===== src/rtl/vga_timing_gen.sv =====
// VGA raster timing generator with a double-buffered, frame-synchronous window overlay.
// Optional build macro WIN_CLAMP_EN: clamp captured window edges so the window fits the visible area.
module vga_timing_gen #(
    parameter int   H_VISIBLE = 640,
    parameter int   H_FRONT   = 16,
    parameter int   H_SYNC    = 96,
    parameter int   H_BACK    = 48,
    parameter int   V_VISIBLE = 400,
    parameter int   V_FRONT   = 12,
    parameter int   V_SYNC    = 2,
    parameter int   V_BACK    = 35,
    parameter logic HS_POL    = 1'b0,
    parameter logic VS_POL    = 1'b1,
    parameter int   WIN_W     = 8,
    parameter int   WIN_H     = 16,
    parameter int   WIN_X0    = 475,
    parameter int   WIN_Y0    = 241
) (
    input  logic       clk25,
    input  logic       reset,
    input  logic [9:0] win_x_in,
    input  logic [9:0] win_y_in,
    input  logic       win_load,
    output logic       win_pending,
    output logic       hsync,
    output logic       vsync,
    output logic       video_on,
    output logic [9:0] x,
    output logic [9:0] y,
    output logic       win_active,
    output logic [3:0] win_col,
    output logic [3:0] win_row,
    output logic       line_start,
    output logic       frame_start
);

    localparam int H_TOTAL = H_VISIBLE + H_FRONT + H_SYNC + H_BACK;
    localparam int V_TOTAL = V_VISIBLE + V_FRONT + V_SYNC + V_BACK;

    // Counters widen beyond 10 bits for modes with more than 1024 clocks per line;
    // the x/y ports then carry the low 10 bits.
    localparam int HW  = (H_TOTAL > 1024) ? $clog2(H_TOTAL) : 10;
    localparam int VW  = (V_TOTAL > 1024) ? $clog2(V_TOTAL) : 10;
    localparam int HXW = HW + 1;
    localparam int VXW = VW + 1;

    localparam logic [HW-1:0] H_LAST = HW'(H_TOTAL - 1);
    localparam logic [HW-1:0] H_VIS  = HW'(H_VISIBLE);
    localparam logic [HW-1:0] HS_BEG = HW'(H_VISIBLE + H_FRONT);
    localparam logic [HW-1:0] HS_END = HW'(H_VISIBLE + H_FRONT + H_SYNC);
    localparam logic [VW-1:0] V_LAST = VW'(V_TOTAL - 1);
    localparam logic [VW-1:0] V_VIS  = VW'(V_VISIBLE);
    localparam logic [VW-1:0] VS_BEG = VW'(V_VISIBLE + V_FRONT);
    localparam logic [VW-1:0] VS_END = VW'(V_VISIBLE + V_FRONT + V_SYNC);

    logic [HW-1:0] x_q, x_d;
    logic [VW-1:0] y_q, y_d;
    logic [9:0]    wx_q, wy_q;
    logic [9:0]    sx_q, sy_q;
    logic          pend_q;
    logic [9:0]    cap_x, cap_y;
    logic          line_end, frame_end;

`ifdef WIN_CLAMP_EN
    localparam logic [9:0] X_MAX = 10'(H_VISIBLE - WIN_W);
    localparam logic [9:0] Y_MAX = 10'(V_VISIBLE - WIN_H);
    assign cap_x = (win_x_in > X_MAX) ? X_MAX : win_x_in;
    assign cap_y = (win_y_in > Y_MAX) ? Y_MAX : win_y_in;
`else
    assign cap_x = win_x_in;
    assign cap_y = win_y_in;
`endif

    assign line_end  = (x_q == H_LAST);
    assign frame_end = line_end && (y_q == V_LAST);

    always_comb begin
        x_d = line_end ? '0 : x_q + 1'b1;
        y_d = y_q;
        if (line_end) begin
            y_d = (y_q == V_LAST) ? '0 : y_q + 1'b1;
        end
    end

    always_ff @(posedge clk25 or posedge reset) begin
        if (reset) begin
            x_q    <= '0;
            y_q    <= '0;
            wx_q   <= 10'(WIN_X0);
            wy_q   <= 10'(WIN_Y0);
            sx_q   <= 10'(WIN_X0);
            sy_q   <= 10'(WIN_Y0);
            pend_q <= 1'b0;
        end else begin
            x_q <= x_d;
            y_q <= y_d;
            // The shadow value that was pending before this edge is the one applied,
            // even when a new load lands on the same edge.
            if (frame_end && pend_q) begin
                wx_q <= sx_q;
                wy_q <= sy_q;
            end
            if (win_load) begin
                sx_q   <= cap_x;
                sy_q   <= cap_y;
                pend_q <= 1'b1;
            end else if (frame_end) begin
                pend_q <= 1'b0;
            end
        end
    end

    logic [HXW-1:0] wx_end;
    logic [VXW-1:0] wy_end;
    logic           in_x, in_y;

    assign wx_end = HXW'(wx_q) + HXW'(WIN_W);
    assign wy_end = VXW'(wy_q) + VXW'(WIN_H);
    assign in_x   = (HXW'(x_q) >= HXW'(wx_q)) && (HXW'(x_q) < wx_end);
    assign in_y   = (VXW'(y_q) >= VXW'(wy_q)) && (VXW'(y_q) < wy_end);

    assign video_on    = (x_q < H_VIS) && (y_q < V_VIS);
    assign win_active  = in_x && in_y && video_on;
    assign win_col     = win_active ? 4'(HXW'(x_q) - HXW'(wx_q)) : 4'd0;
    assign win_row     = win_active ? 4'(VXW'(y_q) - VXW'(wy_q)) : 4'd0;
    assign hsync       = ((x_q >= HS_BEG) && (x_q < HS_END)) ? HS_POL : ~HS_POL;
    assign vsync       = ((y_q >= VS_BEG) && (y_q < VS_END)) ? VS_POL : ~VS_POL;
    assign line_start  = (x_q == '0);
    assign frame_start = line_start && (y_q == '0);
    assign win_pending = pend_q;
    assign x           = 10'(x_q);
    assign y           = 10'(y_q);

endmodule


===== config.mk =====
export PLATFORM = sky130hd
export DESIGN_NAME = vga_timing_gen
export DESIGN_NICKNAME = d
export VERILOG_FILES = /design/src/rtl/vga_timing_gen.sv
export SDC_FILE = /design/constraint.sdc
export NUM_CORES = 1
export LEC_CHECK = 0
export CORE_UTILIZATION = 55
export CTS_CLUSTER_SIZE = 12
export DETAILED_ROUTE_END_ITERATION = 6
export HOLD_SLACK_MARGIN = 0.12
export MAX_ROUTING_LAYER = met4
export PLACE_DENSITY = 0.9
export SLEW_MARGIN = 20
export SYNTH_ARGS = -nofsm -noshare
export SYNTH_HDL_FRONTEND = slang
export SYNTH_SLANG_ARGS = --single-unit

===== constraint.sdc =====
create_clock -name clk25 -period 5.7 [get_ports clk25]
set_input_delay 1.14 -clock clk25 [delete_from_list [all_inputs] [get_ports clk25]]
set_output_delay 1.14 -clock clk25 [all_outputs]
set_load 0.05 [all_outputs]

**Word level (Yosys, flattened, before mapping)**

Cells that the tools add are included.

- Register bits after elaboration: 61
- Bits of input ports: 23
- Output and inout bits: 35

- Add/sub/neg operators: 6
- $lt $le $gt $ge: 10
- Equal/unequal tests: 2
- Muxes and demuxes: 8
- Reduce and logical (&&, ||, !) cells: 13

Operator list:

| operator | number |
|---|---|
| 10-bit by 11-bit less-than comparator with 1-bit output | 2 |
| 10-bit by 1-bit adder with 10-bit output (second input constant) | 2 |
| 10-bit >= comparator | 2 |
| 10-bit logical NOT | 2 |
| 10-bit less-than comparator (second input constant) | 2 |
| 10-bit by 9-bit less-than comparator with 1-bit output (second input constant) | 2 |
| 10-bit two-way mux | 2 |
| 10-bit by 4-bit adder with 11-bit output (second input constant) | 1 |
| 10-bit by 5-bit adder with 11-bit output (second input constant) | 1 |
| 10-bit equality test (second input constant) | 1 |
| 10-bit by 9-bit equality test with 1-bit output (second input constant) | 1 |
| 10-bit >= comparator (second input constant) | 1 |
| 10-bit by 9-bit >= comparator with 1-bit output (second input constant) | 1 |
| 1-bit logical AND | 10 |
| 4-bit two-way mux | 2 |
| 4-bit subtractor | 2 |
| 1-bit two-way mux | 4 |
| 2-bit nonzero test | 1 |

**Longest topological paths before layout**

- Depth in word-level cells: 6
- Depth in mapped cells: 11

**Worst setup path after synthesis**

No wires, ideal clock.

- Kind: flip-flop to output port
- From: register y_q[5] (netlist: y[5])
- To: output win_col[1]
- Data arrival time: 3,646 ps
- Path slack: 914 ps
- Stages on the path, launching flop included: 8
- Path buffers: 1
- Cell sequence: dfrtp_1 > clkbuf_1 > o311a_1 > nor3_1 > and4b_1 > nand3_1 > inv_1 > and2_1

- Elaborated cells between the ends (all ways): 8

RTL lines:

| element | line | text |
|---|---|---|
| start, declared | 57 | `logic [VW-1:0] y_q, y_d;` |
| start signal, assigned | 96 | `y_q <= y_d;` |
| 10-bit by 9-bit less-than comparator with 1-bit output | 122 | `assign video_on = (x_q < H_VIS) && (y_q < V_VIS);` |
| 1-bit logical AND | 122 |  |
| named net video_on | 27 | `output logic video_on,` |
| 1-bit logical AND | 123 | `assign win_active = in_x && in_y && video_on;` |
| named net win_active | 30 | `output logic win_active,` |
| 4-bit two-way mux | 124 | `assign win_col = win_active ? 4'(HXW'(x_q) - HXW'(wx_q)) : 4'd0;` |
| end, declared | 31 | `output logic [3:0] win_col,` |

The timed path passes the listed nets, and every way through them passes these cells.

**Final worst setup path**

- From: register wx_q[3]
- To: output win_col[1]

- Cells in the longest elaborated chain, start to end: 6
- Elaborated cells between the ends (all ways): 7

Ends and longest elaborated chain:

| element | line | text |
|---|---|---|
| start, declared | 58 | `logic [9:0] wx_q, wy_q;` |
| start signal, assigned | 89 | `wx_q <= 10'(WIN_X0);` |
| start signal, assigned | 100 | `wx_q <= sx_q;` |
| 10-bit by 4-bit adder with 11-bit output | 117 | `assign wx_end = HXW'(wx_q) + HXW'(WIN_W);` |
| 10-bit by 11-bit less-than comparator with 1-bit output | 119 | `assign in_x = (HXW'(x_q) >= HXW'(wx_q)) && (HXW'(x_q) < wx_end);` |
| 1-bit logical AND (*) | 119 |  |
| 1-bit logical AND (*) (2 in series) | 123 |  |
| 4-bit two-way mux (*) | 124 |  |

Mark *: on every way between the ends. The rest lies on a longest branch, timed or not.

==> flow_metrics.py <==
metrics = {
    "detailed_routing": {
        "drc_errors": 0,
        "drt_pass1_iterations": 4,
        "drtIter0Drc": 153,
        "via_per_inst": 5.77,
        "vias": 2834,
        "antenna_left": 0,
        "wire_per_inst_um": 15.5,
        "routed_wirelength_um": 7600,
    },
    "logic_synthesis": {
        "synth_edf_count": 0,
        "synth-seq-cells": 61,
        "syn_area_per_cell_sq_um": 11.0,
        "synth_top_area_share_pct": 24.3,
        "ys_types": 50,
        "synth_warnings": 0,
        "yosys-top-cells-area": "dfrtp_1 (24%), dfstp_2 (17%), ha_1 (13%)",
        "synthFlopType": "dfrtp_1",
        "synth_area_sq_mm": 0.00380,
        "synth_cells": 346,
        "syn-num-nets": 410,
        "yosysTopAreaCell": "dfrtp_1",
        "seq_area_frac_synth_pct": 40.9,
        "synth-async-reset-ratio_pct": 100,
    },
    "place": {
        "dpl_cell_area_sq_mm": 0.00444,
        "place_congestion": 0.895,
        "dp_slack_ps": 1010,
        "hpwl_um": 5770,
        "port_buffers": 57,
    },
    "cts": {
        "path_clk_slew_ps": 70,
        "cts_root_buf": "clkbuf_8",
        "cts_buffers": 9,
        "clkLatencyLatePin_ps": 350,
        "cts_hold_buf": 0,
        "cts_tree": "done",
        "cts.sinks": 61,
        "max-clock-path-buffers": 2,
        "cts_setup_buffers": 0,
        "htree_levels": 3,
        "cts_resized": 0,
    },
    "power": {
        "vdd_drop_max_mv": 0.129,
        "leakagePower_nw": 2.02,
        "p_clk_share_pct": 39.3,
        "internal_power_mw": 0.637,
        "power.density_mw_per_mm2": 180,
        "finalPower_mw": 0.831,
        "power_frac_comb_pct": 5.2,
        "p_switching_mw": 0.194,
        "p_sw_share_pct": 23.3,
        "seq_power_share_pct": 55.5,
    },
    "sta": {
        "hold_violations": 0,
        "timing.setup.tns_ps": 0,
        "holdWs_ps": 504,
        "max-slew-margin-rel_pct": 37.1,
        "finalCritPeriodShare_pct": 89.4,
        "finalMaxSlewViolations": 0,
        "grt_setup_unrepaired": "false",
        "tightest_slew_ps": 937,
        "skew_ps": 9.82,
        "setup_slack_ps": 605,
        "finalCriticalPeriod_ps": 5100,
        "setup_viol": 0,
        "max_clock_freq_mhz": 196,
    },
    "run_status": {
        "outcome": "finished, final reports clean",
    },
    "global_route": {
        "gr-usage-all-layers_pct": 23.6,
        "antenna_found_initial": 0,
        "grt_pass1_vias": 2760,
        "overflow": 0,
        "grt_pass1_wl_um": 12900,
        "grt_max_degree": 62,
    },
    "critical_path": {
        "worstSetupPathType": "reg -> out",
        "cp_max_fo": 6,
        "end_kind": "output port",
        "crit_arrival_ps": 3960,
        "critPathRequiredTime_ps": 4560,
        "startpoint_type": "register",
    },
    "floorplanning": {
        "core_area_sq_mm": 0.00649,
        "initial_core_util_pct": 58.6,
        "fp.dieH_um": 85.2,
        "die_width_um": 85.2,
        "pin_count": 58,
        "dieArea_sq_mm": 0.00725,
        "num_rows": 29,
    },
    "finish": {
        "layout_common_cells": "clkdlybuf4s50_1 (57), ha_1 (39), dfrtp_1 (37), inv_1 (32), dfstp_2 (24)",
        "antenna-diode-count": 0,
        "design_area_sq_mm": 0.00461,
        "layout_commonest_cell": "clkdlybuf4s50_1",
        "final_layout_size_suffix_gt1_share_pct": 21.0,
        "fin_nets": 473,
        "areaGrowthSynthToFinish_pct": 21.1,
    },
    "flow_run": {
        "cap_violations": 0,
    },
    "worst_hold_path": {
        "hold_path.class": "reg -> reg",
    },
}
[power by group through the flow]
stage          clock network [mW]  registers, mW  logic, mW
2_1_floorplan                   0          0.466     0.0241
3_3_place_gp                    0          0.468     0.0422
3_5_place_dp                    0          0.469     0.0437
4_1_cts                     0.335          0.462     0.0438
5_1_grt                     0.351          0.463     0.0474
6_report                    0.326          0.461     0.0429
[registers in the layout, summed over array words and instances, names as in the netlist]
| register | flops |
|---|---|
| sx_q | 10 |
| sy_q | 10 |
| win_pending | 1 |
| wx_q | 10 |
| wy_q | 10 |
| x | 10 |
| y | 10 |
[Yosys cell counts, types with 6 or more instances]
| cell type | number |
|---|---|
| a21oi_1 | 12 |
| and3_1 | 7 |
| dfrtp_1 | 37 |
| dfstp_2 | 24 |
| ha_1 | 39 |
| inv_1 | 33 |
| mux2_2 | 20 |
| mux2_4 | 20 |
| nand2_1 | 17 |
| nand3_1 | 13 |
| nand4_1 | 6 |
| nor2_1 | 19 |
| nor3_1 | 6 |
| o21ai_0 | 11 |
| xnor2_1 | 15 |
| xor2_1 | 9 |
[cell families (layout without fill, tap and decap cells)]
| family | after synthesis | after routing | share of synthesized area [%] |
|---|---|---|---|
| DFF | 61 | 61 | 40.9 |
| AOI/OAI and AO/OA | 45 | 45 | 7.60 |
| xor gates and xnor gates | 24 | 24 | 5.52 |
| adders and majority gates | 41 | 41 | 13.9 |
| buffers and inverters | 39 | 107 | 4.24 |
| and+or+nand+nor | 96 | 96 | 14.0 |
| muxes | 40 | 40 | 13.8 |
[metal layers]
layer  wire, um  share of wire (%)  track usage, %  vias up
li1           -                  -               -     1362
met1       3530                 46            31.3     1363
met2       3530                 47            35.9       95
met3        358                4.7            2.92       14
met4        178                2.3            11.7        0
met5          0                  0               -        -
[area by class of cell]
type	count	area, sq um
Inverter	33	124
Clock buffer	10	128
Sequential cell	61	1560
Fill cell	434	1890
Timing Repair Buffer	58	578
Tap cell	77	96.3
Clock inverter	6	40.0
Multi-Input combinational cell	246	2090
[per-stage QoR]
stage	utilization [%]	instances
6_report	71.0	491
3_3_place_gp	68.4	475
2_1_floorplan	-	346
5_1_grt	71.0	491
4_1_cts	71.0	491
3_5_place_dp	68.4	475
[critical path, cell delays in order, from the launching register on]
cell	delay [ps]
dfstp_2	570
inv_1	70
nor3_1	300
nand3_1	130
xnor2_1	140
ha_1	290
a21oi_1	140
and3b_1	180
nor4_1	390
nand3_1	310
inv_1	150
and2_1	140
clkdlybuf4s50_1	800
[path summary, 6_finish.rpt]
check / end / start / cells after the start / slack, ps
setup / recovery: win_col[1] / wx_q[3]$_DFFE_PP1P_ / 12 / 600
hold / removal: wy_q[9]$_DFFE_PP0P_ / sy_q[9]$_DFFE_PP0P_ / 1 / 500
setup reg to reg: wx_q[9]$_DFFE_PP0P_ / x[1]$_DFF_PP0_ / 6 / 2930
hold reg to reg: wy_q[9]$_DFFE_PP0P_ / sy_q[9]$_DFFE_PP0P_ / 1 / 500
max in group asynchronous: wy_q[3]$_DFFE_PP0P_ / reset / 3 / 3880
min in group asynchronous: sx_q[2]$_DFFE_PP0P_ / reset / 3 / 1330
Power figures use the tool's default switching activity.
